File: config.mk
export PLATFORM = sky130hd
export DESIGN_NAME = arb_starvation_monitor
export DESIGN_NICKNAME = d
export VERILOG_FILES = /design/src/rtl/arb_mon_pkg.sv /design/src/rtl/starv_wait_counter.sv /design/src/rtl/arb_starvation_monitor.sv
export SDC_FILE = /design/constraint.sdc
export NUM_CORES = 1
export LEC_CHECK = 0
export CORE_MARGIN = 5
export CORE_UTILIZATION = 31
export CTS_BUF_LIST = sky130_fd_sc_hd__clkbuf_8
export CTS_CLUSTER_DIAMETER = 40
export CTS_CLUSTER_SIZE = 28
export DETAILED_ROUTE_END_ITERATION = 10
export PLACE_DENSITY = 0.52
export SETUP_SLACK_MARGIN = 0.05
export SLEW_MARGIN = 30
export SYNTH_ARGS = -nofsm -noshare
export SYNTH_HDL_FRONTEND = slang
export SYNTH_HIERARCHICAL = 1
export SYNTH_SLANG_ARGS = --single-unit
File: constraint.sdc
create_clock -name clk -period 8.6 [get_ports clk]
set_input_delay 1.72 -clock clk [delete_from_list [all_inputs] [get_ports clk]]
set_output_delay 1.72 -clock clk [all_outputs]
set_load 0.05 [all_outputs]
File: src/rtl/arb_mon_pkg.sv
// Shared types and helpers for the arbiter starvation monitor.
// Holds default widths, the capture FSM state type and the priority pick.
package arb_mon_pkg;

  localparam int DEF_CNT_W    = 8;
  localparam int DEF_NUM_LVLS = 4;
  localparam int PICK_MAX_W   = 1024;

  typedef enum logic {
    IDLE = 1'b0,
    HELD = 1'b1
  } cap_state_e;

  // Index of the lowest set bit; 0 when no bit is set.
  function automatic int pick_lowest(
    input logic [PICK_MAX_W-1:0] v
  );
    pick_lowest = 0;
    for (int k = PICK_MAX_W - 1; k >= 0; k--) begin
      if (v[k]) pick_lowest = k;
    end
  endfunction

endpackage

File: src/rtl/starv_wait_counter.sv
// One requestor's saturating wait counter and per-level bound compare.
// A level fires once per wait episode; the episode ends on grant or drop.
module starv_wait_counter
  import arb_mon_pkg::*;
#(
  parameter int CNT_W    = DEF_CNT_W,
  parameter int NUM_LVLS = DEF_NUM_LVLS
) (
  input  logic                      clk,
  input  logic                      rst_n,
  input  logic                      req,
  input  logic                      grant,
  input  logic [NUM_LVLS*CNT_W-1:0] thresh,
  output logic [CNT_W-1:0]          cnt,
  output logic [CNT_W-1:0]          cnt_nxt,
  output logic [NUM_LVLS-1:0]       set
);

  localparam logic [CNT_W-1:0] CNT_MAX = '1;

  logic [CNT_W-1:0]    cnt_q;
  logic [CNT_W-1:0]    cnt_d;
  logic [NUM_LVLS-1:0] fired_q;
  logic [NUM_LVLS-1:0] fired_d;
  logic [NUM_LVLS-1:0] set_c;
  logic [CNT_W-1:0]    th;

  // Next count, level crossings and per-episode fired tracking.
  always_comb begin
    cnt_d = '0;
    set_c = '0;
    th    = '0;
    if (grant) begin
      cnt_d = '0;
    end else if (req) begin
      cnt_d = (cnt_q == CNT_MAX) ? cnt_q : cnt_q + 1'b1;
    end
    for (int j = 0; j < NUM_LVLS; j++) begin
      th = thresh[j*CNT_W +: CNT_W];
      if (req && !grant && th != '0 &&
          cnt_d >= th && !fired_q[j]) begin
        set_c[j] = 1'b1;
      end
    end
    if (grant || !req) begin
      fired_d = '0;
    end else begin
      fired_d = fired_q | set_c;
    end
  end

  // Counter and fired-level registers.
  always_ff @(posedge clk) begin
    if (!rst_n) begin
      cnt_q   <= '0;
      fired_q <= '0;
    end else begin
      cnt_q   <= cnt_d;
      fired_q <= fired_d;
    end
  end

  assign cnt     = cnt_q;
  assign cnt_nxt = cnt_d;
  assign set     = set_c;

endmodule

File: src/rtl/arb_starvation_monitor.sv
// Per-requestor starvation bounds, sticky flags, capture, irq, grant checks.
// Optional STARV_MON_PEAK_EN adds per-requestor peak wait tracking.
module arb_starvation_monitor
  import arb_mon_pkg::*;
#(
  parameter int NUM_REQS = 4,
  parameter int CNT_W    = DEF_CNT_W,
  parameter int NUM_LVLS = DEF_NUM_LVLS
) (
  input  logic                          clk,
  input  logic                          rst_n,
  input  logic [NUM_REQS-1:0]           req,
  input  logic [NUM_REQS-1:0]           grant,
  input  logic [NUM_LVLS*CNT_W-1:0]     thresh,
  input  logic [NUM_LVLS-1:0]           irq_mask,
  input  logic                          clr,
  output logic [NUM_REQS*CNT_W-1:0]     wait_cnt,
  output logic [NUM_REQS*NUM_LVLS-1:0]  viol,
  output logic                          cap_valid,
  output logic [$clog2(NUM_REQS)-1:0]   cap_id,
  output logic [$clog2(NUM_LVLS)-1:0]   cap_lvl,
  output logic                          multi_gnt_err,
  output logic                          orphan_gnt_err,
  output logic                          irq
`ifdef STARV_MON_PEAK_EN
  ,
  output logic [NUM_REQS*CNT_W-1:0]     peak_wait
`endif
);

  localparam int NV   = NUM_REQS * NUM_LVLS;
  localparam int ID_W = $clog2(NUM_REQS);
  localparam int LV_W = $clog2(NUM_LVLS);

  logic [NUM_REQS*CNT_W-1:0] cnt_w;
  logic [NUM_REQS*CNT_W-1:0] nxt_w;
  logic [NV-1:0]             set_w;

  logic [NV-1:0]   viol_q;
  logic [NV-1:0]   viol_d;
  logic [NV-1:0]   base_v;
  logic [NV-1:0]   new_v;
  cap_state_e      state_q;
  cap_state_e      state_d;
  logic [ID_W-1:0] id_q;
  logic [ID_W-1:0] id_d;
  logic [LV_W-1:0] lvl_q;
  logic [LV_W-1:0] lvl_d;
  logic            multi_q;
  logic            multi_d;
  logic            orphan_q;
  logic            orphan_d;
  logic            irq_q;
  logic            irq_d;
  int              pick;

  for (genvar i = 0; i < NUM_REQS; i++) begin : g_req
    starv_wait_counter #(
      .CNT_W    (CNT_W),
      .NUM_LVLS (NUM_LVLS)
    ) u_cnt (
      .clk     (clk),
      .rst_n   (rst_n),
      .req     (req[i]),
      .grant   (grant[i]),
      .thresh  (thresh),
      .cnt     (cnt_w[i*CNT_W +: CNT_W]),
      .cnt_nxt (nxt_w[i*CNT_W +: CNT_W]),
      .set     (set_w[i*NUM_LVLS +: NUM_LVLS])
    );
  end

  // Sticky flags: clear applies first, then new sets land on top.
  always_comb begin
    base_v   = clr ? '0 : viol_q;
    new_v    = set_w & ~base_v;
    viol_d   = base_v | set_w;
    multi_d  = (clr ? 1'b0 : multi_q) |
               (|(grant & (grant - 1'b1)));
    orphan_d = (clr ? 1'b0 : orphan_q) |
               (|(grant & ~req));
    irq_d    = 1'b0;
    for (int i = 0; i < NUM_REQS; i++) begin
      for (int j = 0; j < NUM_LVLS; j++) begin
        irq_d = irq_d |
                (viol_q[i*NUM_LVLS+j] & irq_mask[j]);
      end
    end
  end

  // Capture FSM: flat index order gives lowest requestor, then level.
  always_comb begin
    state_d = state_q;
    id_d    = id_q;
    lvl_d   = lvl_q;
    pick    = pick_lowest(PICK_MAX_W'(new_v));
    unique case (state_q)
      IDLE: begin
        if (|new_v) begin
          state_d = HELD;
          id_d    = ID_W'(pick / NUM_LVLS);
          lvl_d   = LV_W'(pick % NUM_LVLS);
        end
      end
      HELD: begin
        if (clr) begin
          if (|new_v) begin
            id_d  = ID_W'(pick / NUM_LVLS);
            lvl_d = LV_W'(pick % NUM_LVLS);
          end else begin
            state_d = IDLE;
            id_d    = '0;
            lvl_d   = '0;
          end
        end
      end
      default: state_d = IDLE;
    endcase
  end

  // Flag, capture and irq registers.
  always_ff @(posedge clk) begin
    if (!rst_n) begin
      viol_q   <= '0;
      state_q  <= IDLE;
      id_q     <= '0;
      lvl_q    <= '0;
      multi_q  <= 1'b0;
      orphan_q <= 1'b0;
      irq_q    <= 1'b0;
    end else begin
      viol_q   <= viol_d;
      state_q  <= state_d;
      id_q     <= id_d;
      lvl_q    <= lvl_d;
      multi_q  <= multi_d;
      orphan_q <= orphan_d;
      irq_q    <= irq_d;
    end
  end

  assign wait_cnt       = cnt_w;
  assign viol           = viol_q;
  assign cap_valid      = (state_q == HELD);
  assign cap_id         = id_q;
  assign cap_lvl        = lvl_q;
  assign multi_gnt_err  = multi_q;
  assign orphan_gnt_err = orphan_q;
  assign irq            = irq_q;

`ifdef STARV_MON_PEAK_EN
  logic [NUM_REQS*CNT_W-1:0] peak_q;
  logic [NUM_REQS*CNT_W-1:0] peak_d;

  // Peak follows the next count; a clear restarts it from that count.
  always_comb begin
    peak_d = peak_q;
    for (int i = 0; i < NUM_REQS; i++) begin
      if (clr || nxt_w[i*CNT_W +: CNT_W] > peak_q[i*CNT_W +: CNT_W]) begin
        peak_d[i*CNT_W +: CNT_W] = nxt_w[i*CNT_W +: CNT_W];
      end
    end
  end

  // Peak registers.
  always_ff @(posedge clk) begin
    if (!rst_n) peak_q <= '0;
    else        peak_q <= peak_d;
  end

  assign peak_wait = peak_q;
`else
  logic unused_nxt;
  assign unused_nxt = ^nxt_w;
`endif

endmodule

# Word-level counts from Yosys, hierarchy flattened
# Index checks and enable logic that the tools add are counted.
[word_totals]
ff_bits = 72
latchBits = 0
ram_bits = 0
mem_bits_ro = 0
inputBits = 47
memories = 0
[classes]
addsub = 6
n_mul = 0
div = 0
magnitude_cmp = 16
n_eq_ne = 6
n_shift = 0
muxes = 58
bitwise_logic = 46
reduce_logical = 93
[ops]
columns = ["cell", "n"]
rows = [
  ["$mux W32", 15],
  ["$ge A8 B8 Y1", 16],
  ["$mux W8", 12],
  ["$logic_and A1 B1 Y1", 52],
  ["$add A8 B1 Y8 const B", 4],
  ["$eq A8 B8 Y1 const B", 4],
  ["$reduce_bool A8 Y1", 4],
  ["$logic_not A1 Y1", 24],
  ["$mux W1", 20],
  ["$and A1 B1 Y1", 17],
  ["$or A1 B1 Y1", 17],
  ["$and A16 B16 Y16", 1],
  ["$mux W16", 1],
  ["$not A16 Y16", 1],
  ["$or A16 B16 Y16", 1],
  ["$or A4 B4 Y4", 4],
  ["$reduce_or A16 Y1", 1],
  ["$mux W2", 6],
  ["$reduce_or A2 Y1", 5],
  ["$and A4 B4 Y4", 2],
  ["$pmux W2 S2", 2],
  ["$reduce_or A4 Y1", 2],
  ["$logic_or A1 B1 Y1", 4],
  ["$mux W4", 1],
  ["7 further kinds", 9],
]

# Longest topological paths before layout
[depth]
ltp_word = 31
mapped_depth = 19
mapped_depth_nobuf = 18

# Cells and area by module
# The synthesis kept the hierarchy.
[modules_own_cells]
columns = ["mod", "n_inst", "cells_each", "area_per_inst_um2"]
rows = [
  ["starv_wait_counter at g_req[2].u_cnt ...", 2, 188, 1398.8],
  ["starv_wait_counter at g_req[0].u_cnt", 1, 192, 1420.1],
  ["starv_wait_counter at g_req[1].u_cnt", 1, 190, 1405.1],
  ["arb_starvation_monitor", 1, 166, 1293.7],
]

# Least setup slack after synthesis
# No wires, ideal clock.
[synth_timing]
kind = "input to register"
from = "input grant[2]"
to = "register id_q[0], in the netlist cap_id[0]"
arrival_ns = 4.303
slack_ns = 4.170
cell_stages = 15
path_cell_list = "nand2b_1 > clkbuf_1 > or2_2 > ha_1 > and3_1 > o21ai_0 > a31oi_1 > o31ai_1 > nor2_1 > o21ai_0 > nand3_1 > nor4_4 > a31oi_2 > nand3_1 > o21ai_0"
[synth_between]
elab_cells_between_ends = 46
cone_classes = "1 x add/sub; 4 x order compare; 1 x eq/ne; 21 x mux; 2 x bitwise; 17 x reduce/logical"
[synth_rtl]
columns = ["element", "line", "rtl"]
rows = [
  ["start, declared", "arb_starvation_monitor.sv:13", "input logic [NUM_REQS-1:0] grant,"],
  ["branches (longest 3 deep; another with $ge A8 B8 Y1)", "--", ""],
  ["$logic_and A1 B1 Y1 *", "starv_wait_counter.sv:40", "if (req && !grant && th != '0 &&"],
  ["$logic_and A1 B1 Y1 *", "starv_wait_counter.sv:41", "cnt_d >= th && !fired_q[j]) begin"],
  ["$mux W1 *", "starv_wait_counter.sv:40", ""],
  ["named net set_w[9]", "arb_starvation_monitor.sv:37", "logic [NV-1:0] set_w;"],
  ["$and A16 B16 Y16 *", "arb_starvation_monitor.sv:76", "new_v = set_w & ~base_v;"],
  ["$mux W32 (10 in a row)", "arb_mon_pkg.sv:20", "if (v[k]) pick_lowest = k;"],
  ["$reduce_or A2 Y1 (no source line)", "--", ""],
  ["$and A1 B1 Y1 (no source line)", "--", ""],
  ["$add A2 B1 Y2 (no source line)", "--", ""],
  ["$mux W2", "arb_starvation_monitor.sv:107", "if (|new_v) begin"],
  ["$mux W2", "arb_starvation_monitor.sv:106", "if (clr) begin"],
  ["$pmux W2 S2", "arb_starvation_monitor.sv:97", "unique case (state_q)"],
  ["end signal, assigned", "arb_starvation_monitor.sv:134", "id_q <= id_d;"],
  ["end, declared", "arb_starvation_monitor.sv:45", "logic [ID_W-1:0] id_q;"],
]
# Mark *: on every way through the listed nets, which the timed path passes. The select of a mux whose other input is x is not followed.
# A chain may end at the register's enable or synchronous reset.

# Worst setup path after layout
[layout_timing]
from = "input grant[0]"
to = "register lvl_q[0], in the netlist cap_lvl[0]"
[layout_between]
elab_cells_between_ends = 35
cone_classes = "4 x order compare; 1 x eq/ne; 13 x mux; 1 x bitwise; 16 x reduce/logical"
[layout_rtl]
columns = ["element", "line", "rtl"]
rows = [
  ["$mux W8 *", "starv_wait_counter.sv:33", "if (grant) begin"],
  ["named net nxt_w[6]", "arb_starvation_monitor.sv:36", "logic [NUM_REQS*CNT_W-1:0] nxt_w;"],
  ["$ge A8 B8 Y1 *", "starv_wait_counter.sv:41", ""],
  ["$logic_and A1 B1 Y1 *", "starv_wait_counter.sv:40", ""],
  ["$logic_and A1 B1 Y1 *", "starv_wait_counter.sv:41", ""],
  ["$mux W1 *", "starv_wait_counter.sv:40", ""],
  ["named net set_w[0]", "arb_starvation_monitor.sv:37", ""],
  ["$and A16 B16 Y16 *", "arb_starvation_monitor.sv:76", ""],
  ["$reduce_or A16 Y1 / $mux W32 (equally long branches)", "arb_starvation_monitor.sv:99, arb_starvation_monitor.sv:107, arb_mon_pkg.sv:20", ""],
  ["$mux W2", "arb_starvation_monitor.sv:107", ""],
  ["$mux W2", "arb_starvation_monitor.sv:106", ""],
  ["$pmux W2 S2", "arb_starvation_monitor.sv:97", ""],
  ["end signal, assigned", "arb_starvation_monitor.sv:135", "lvl_q <= lvl_d;"],
  ["end, declared", "arb_starvation_monitor.sv:47", "logic [LV_W-1:0] lvl_q;"],
]
# Mark *: on every way through the listed nets, which the timed path passes. The rest lies on a longest branch. The select of a mux whose other input is x is not followed.

==> reports/metrics.cfg <==
[drt]
drc = 0
via_count = 6759
drtPass1Iterations = 5
wirelength_microns = 23500
drt.antenna.violating_nets = 0
drt_iter0_drc = 360
vias_per_cell = 5.17
wl_per_cell_microns = 18.0

[worst_setup_path]
rr_worst_depth = 18
required_ns = 8.86
slowest_stage = nor3_1
critical_path_depth = 14
reg2reg_setup_slack_ns = 4.20
start_kind = input pin
crit_fanout = 12
critical_path_class = input pin to flip-flop
critPathArrivalTime_ns = 5.72
end_kind = flip-flop
cp_slowest_stage_delay_ns = 0.67
path_buf_inv = 1
crit_top_cell = o21ai_1
critPathTopFamily = simple AND/OR/NAND/NOR gates
crit_chain = clkdlybuf4s50_1, nand2b_1, nor3_1, ha_1, a21oi_1, o21ai_0, o31ai_1, nor2_1, o21ai_1, o221ai_1, and4bb_1, nand2_1, o211ai_1, o21ai_1

[timing]
maxSlewHeadroom = 0.492
worst-slew-pin-transition_ns = 0.761
tns_ns = 0
finalHoldViolCount = 0
skew_ns = 0.0246
finalMaxSlewViolations = 0
setup_violations = 0
max_freq_mhz = 183
rsz0062_at_grt = false
min_period_ns = 5.46
period_share = 0.634

[die]
die_area_sq_um = 25300
rows = 54
io_pins = 103
die_h_microns = 159
die_w_microns = 159
core_area_sq_um = 21900
initial_utilization = 0.315

[global_routing]
grtUsageMet2 = 0.311
grt_max_degree = 24
overflow = 0
antenna_found_initial = 0
met3_usage = 0.0316
grt_most_used_layer = met2
grtUsageTotal = 0.182
grt_pass1_wl_microns = 36800
met1_usage = 0.232
grt_pass1_vias = 6614

[cts]
cts_setup_buffers = 0
cts.sinks = 72
cts.path.max_buffers = 2
postCtsHoldBufs = 0
cts_buffers = 9
clk_pin_slew_ns = 0.09
cts_tree = yes
htree_levels = 3
root_buffer = clkbuf_8
cts_resized = 0
clk_latency_ns = 0.39

[power]
leakagePower_nw = 3.83
total_power_w = 0.000809
p_per_area_nw_per_um2 = 95.8
max-vdd-ir-drop_mv = 0.0617

[synthesis]
avgSynthCellArea_sq_um = 7.50
netlist_area_sq_um = 6900
synthCells = 920
synth_nets = 1099
synth_warnings = 6

[place]
hpwl_microns = 17700
portBuffers = 102
dpl_cell_area_sq_um = 8220
place.gp.congestion = 0.896

[layout]
mostFrequentLayoutCells = 153 x inv_1, 132 x ha_1, 106 x nor2_1, 102 x clkdlybuf4s50_1, 75 x a21oi_1
area_growth_pct = 22.3
layout-drive-gt1-share = 0.0341
postLayoutCellArea_sq_um = 8440
mostFrequentLayoutCell = inv_1
antennaDiodeCount = 0
nets = 1201

[min_path]
hold_depth = 2
hp-class = flip-flop to flip-flop

[flow_run]
drv_cap = 0

[run_status]
status = completed

path summary, 6_finish.rpt:
check	startpoint	to
max	grant[0]	cap_lvl[0]$_SDFFE_PN0P_
min	g_req[2].u_cnt/fired_q[1]$_SDFF_PP0_	g_req[2].u_cnt/fired_q[1]$_SDFF_PP0_
max reg2reg	g_req[0].u_cnt/cnt[0]$_SDFF_PN0_	cap_lvl[0]$_SDFFE_PN0P_
min reg2reg	g_req[2].u_cnt/fired_q[1]$_SDFF_PP0_	g_req[2].u_cnt/fired_q[1]$_SDFF_PP0_
layer usage:
layer / vias to the layer above / part of all wire
met5: - / 0
met4: 0 / 0.028
met3: 42 / 0.045
met2: 174 / 0.47
met1: 3096 / 0.45
li1: 3447 / -
registers in the layout, indices dropped and copies added, names as in the netlist:
name / count
cap_valid: 1
multi_gnt_err: 1
viol: 16
g_req.u_cnt/fired_q: 16
orphan_gnt_err: 1
cap_lvl: 2
irq: 1
cap_id: 2
g_req.u_cnt/cnt: 32
through the flow:
| step | instances | hold WS (ns) | utilization | worst slack (ns) |
|---|---|---|---|---|
| 2_1_floorplan | 920 | 0.426 | - | 4.18 |
| 3_5_place_dp | 1291 | 0.437 | 0.375 | 2.78 |
| 3_3_place_gp | 1291 | 0.433 | 0.375 | 2.79 |
| 5_1_grt | 1307 | 0.472 | 0.385 | 2.82 |
| 4_1_cts | 1307 | 0.451 | 0.385 | 3.19 |
| 6_report | 1307 | 0.447 | 0.385 | 3.14 |
power by group:
part           switching, W  internal [W]  total [W]
sequential       0.00000214      0.000335   0.000338
combinational     0.0000980     0.0000594   0.000157
clock              0.000150      0.000164   0.000314
total              0.000250      0.000559   0.000809
layout make-up:
cell class	instances	area [sq um]
clock inverters	7	95.1
flip-flops and latches	72	1440
inverters	155	589
repair buffers	103	1030
fillers	2331	13500
multi-input cells	681	4810
well taps	280	350
clock buffers	9	124
tightest hold or removal path, delay by kind of cell (launching register included):
kind	cells	cell delay (ns)
flops	1	0.32
buf+inv	1	0.04
compound gates	1	0.05
(Power assumes the default switching activity.)
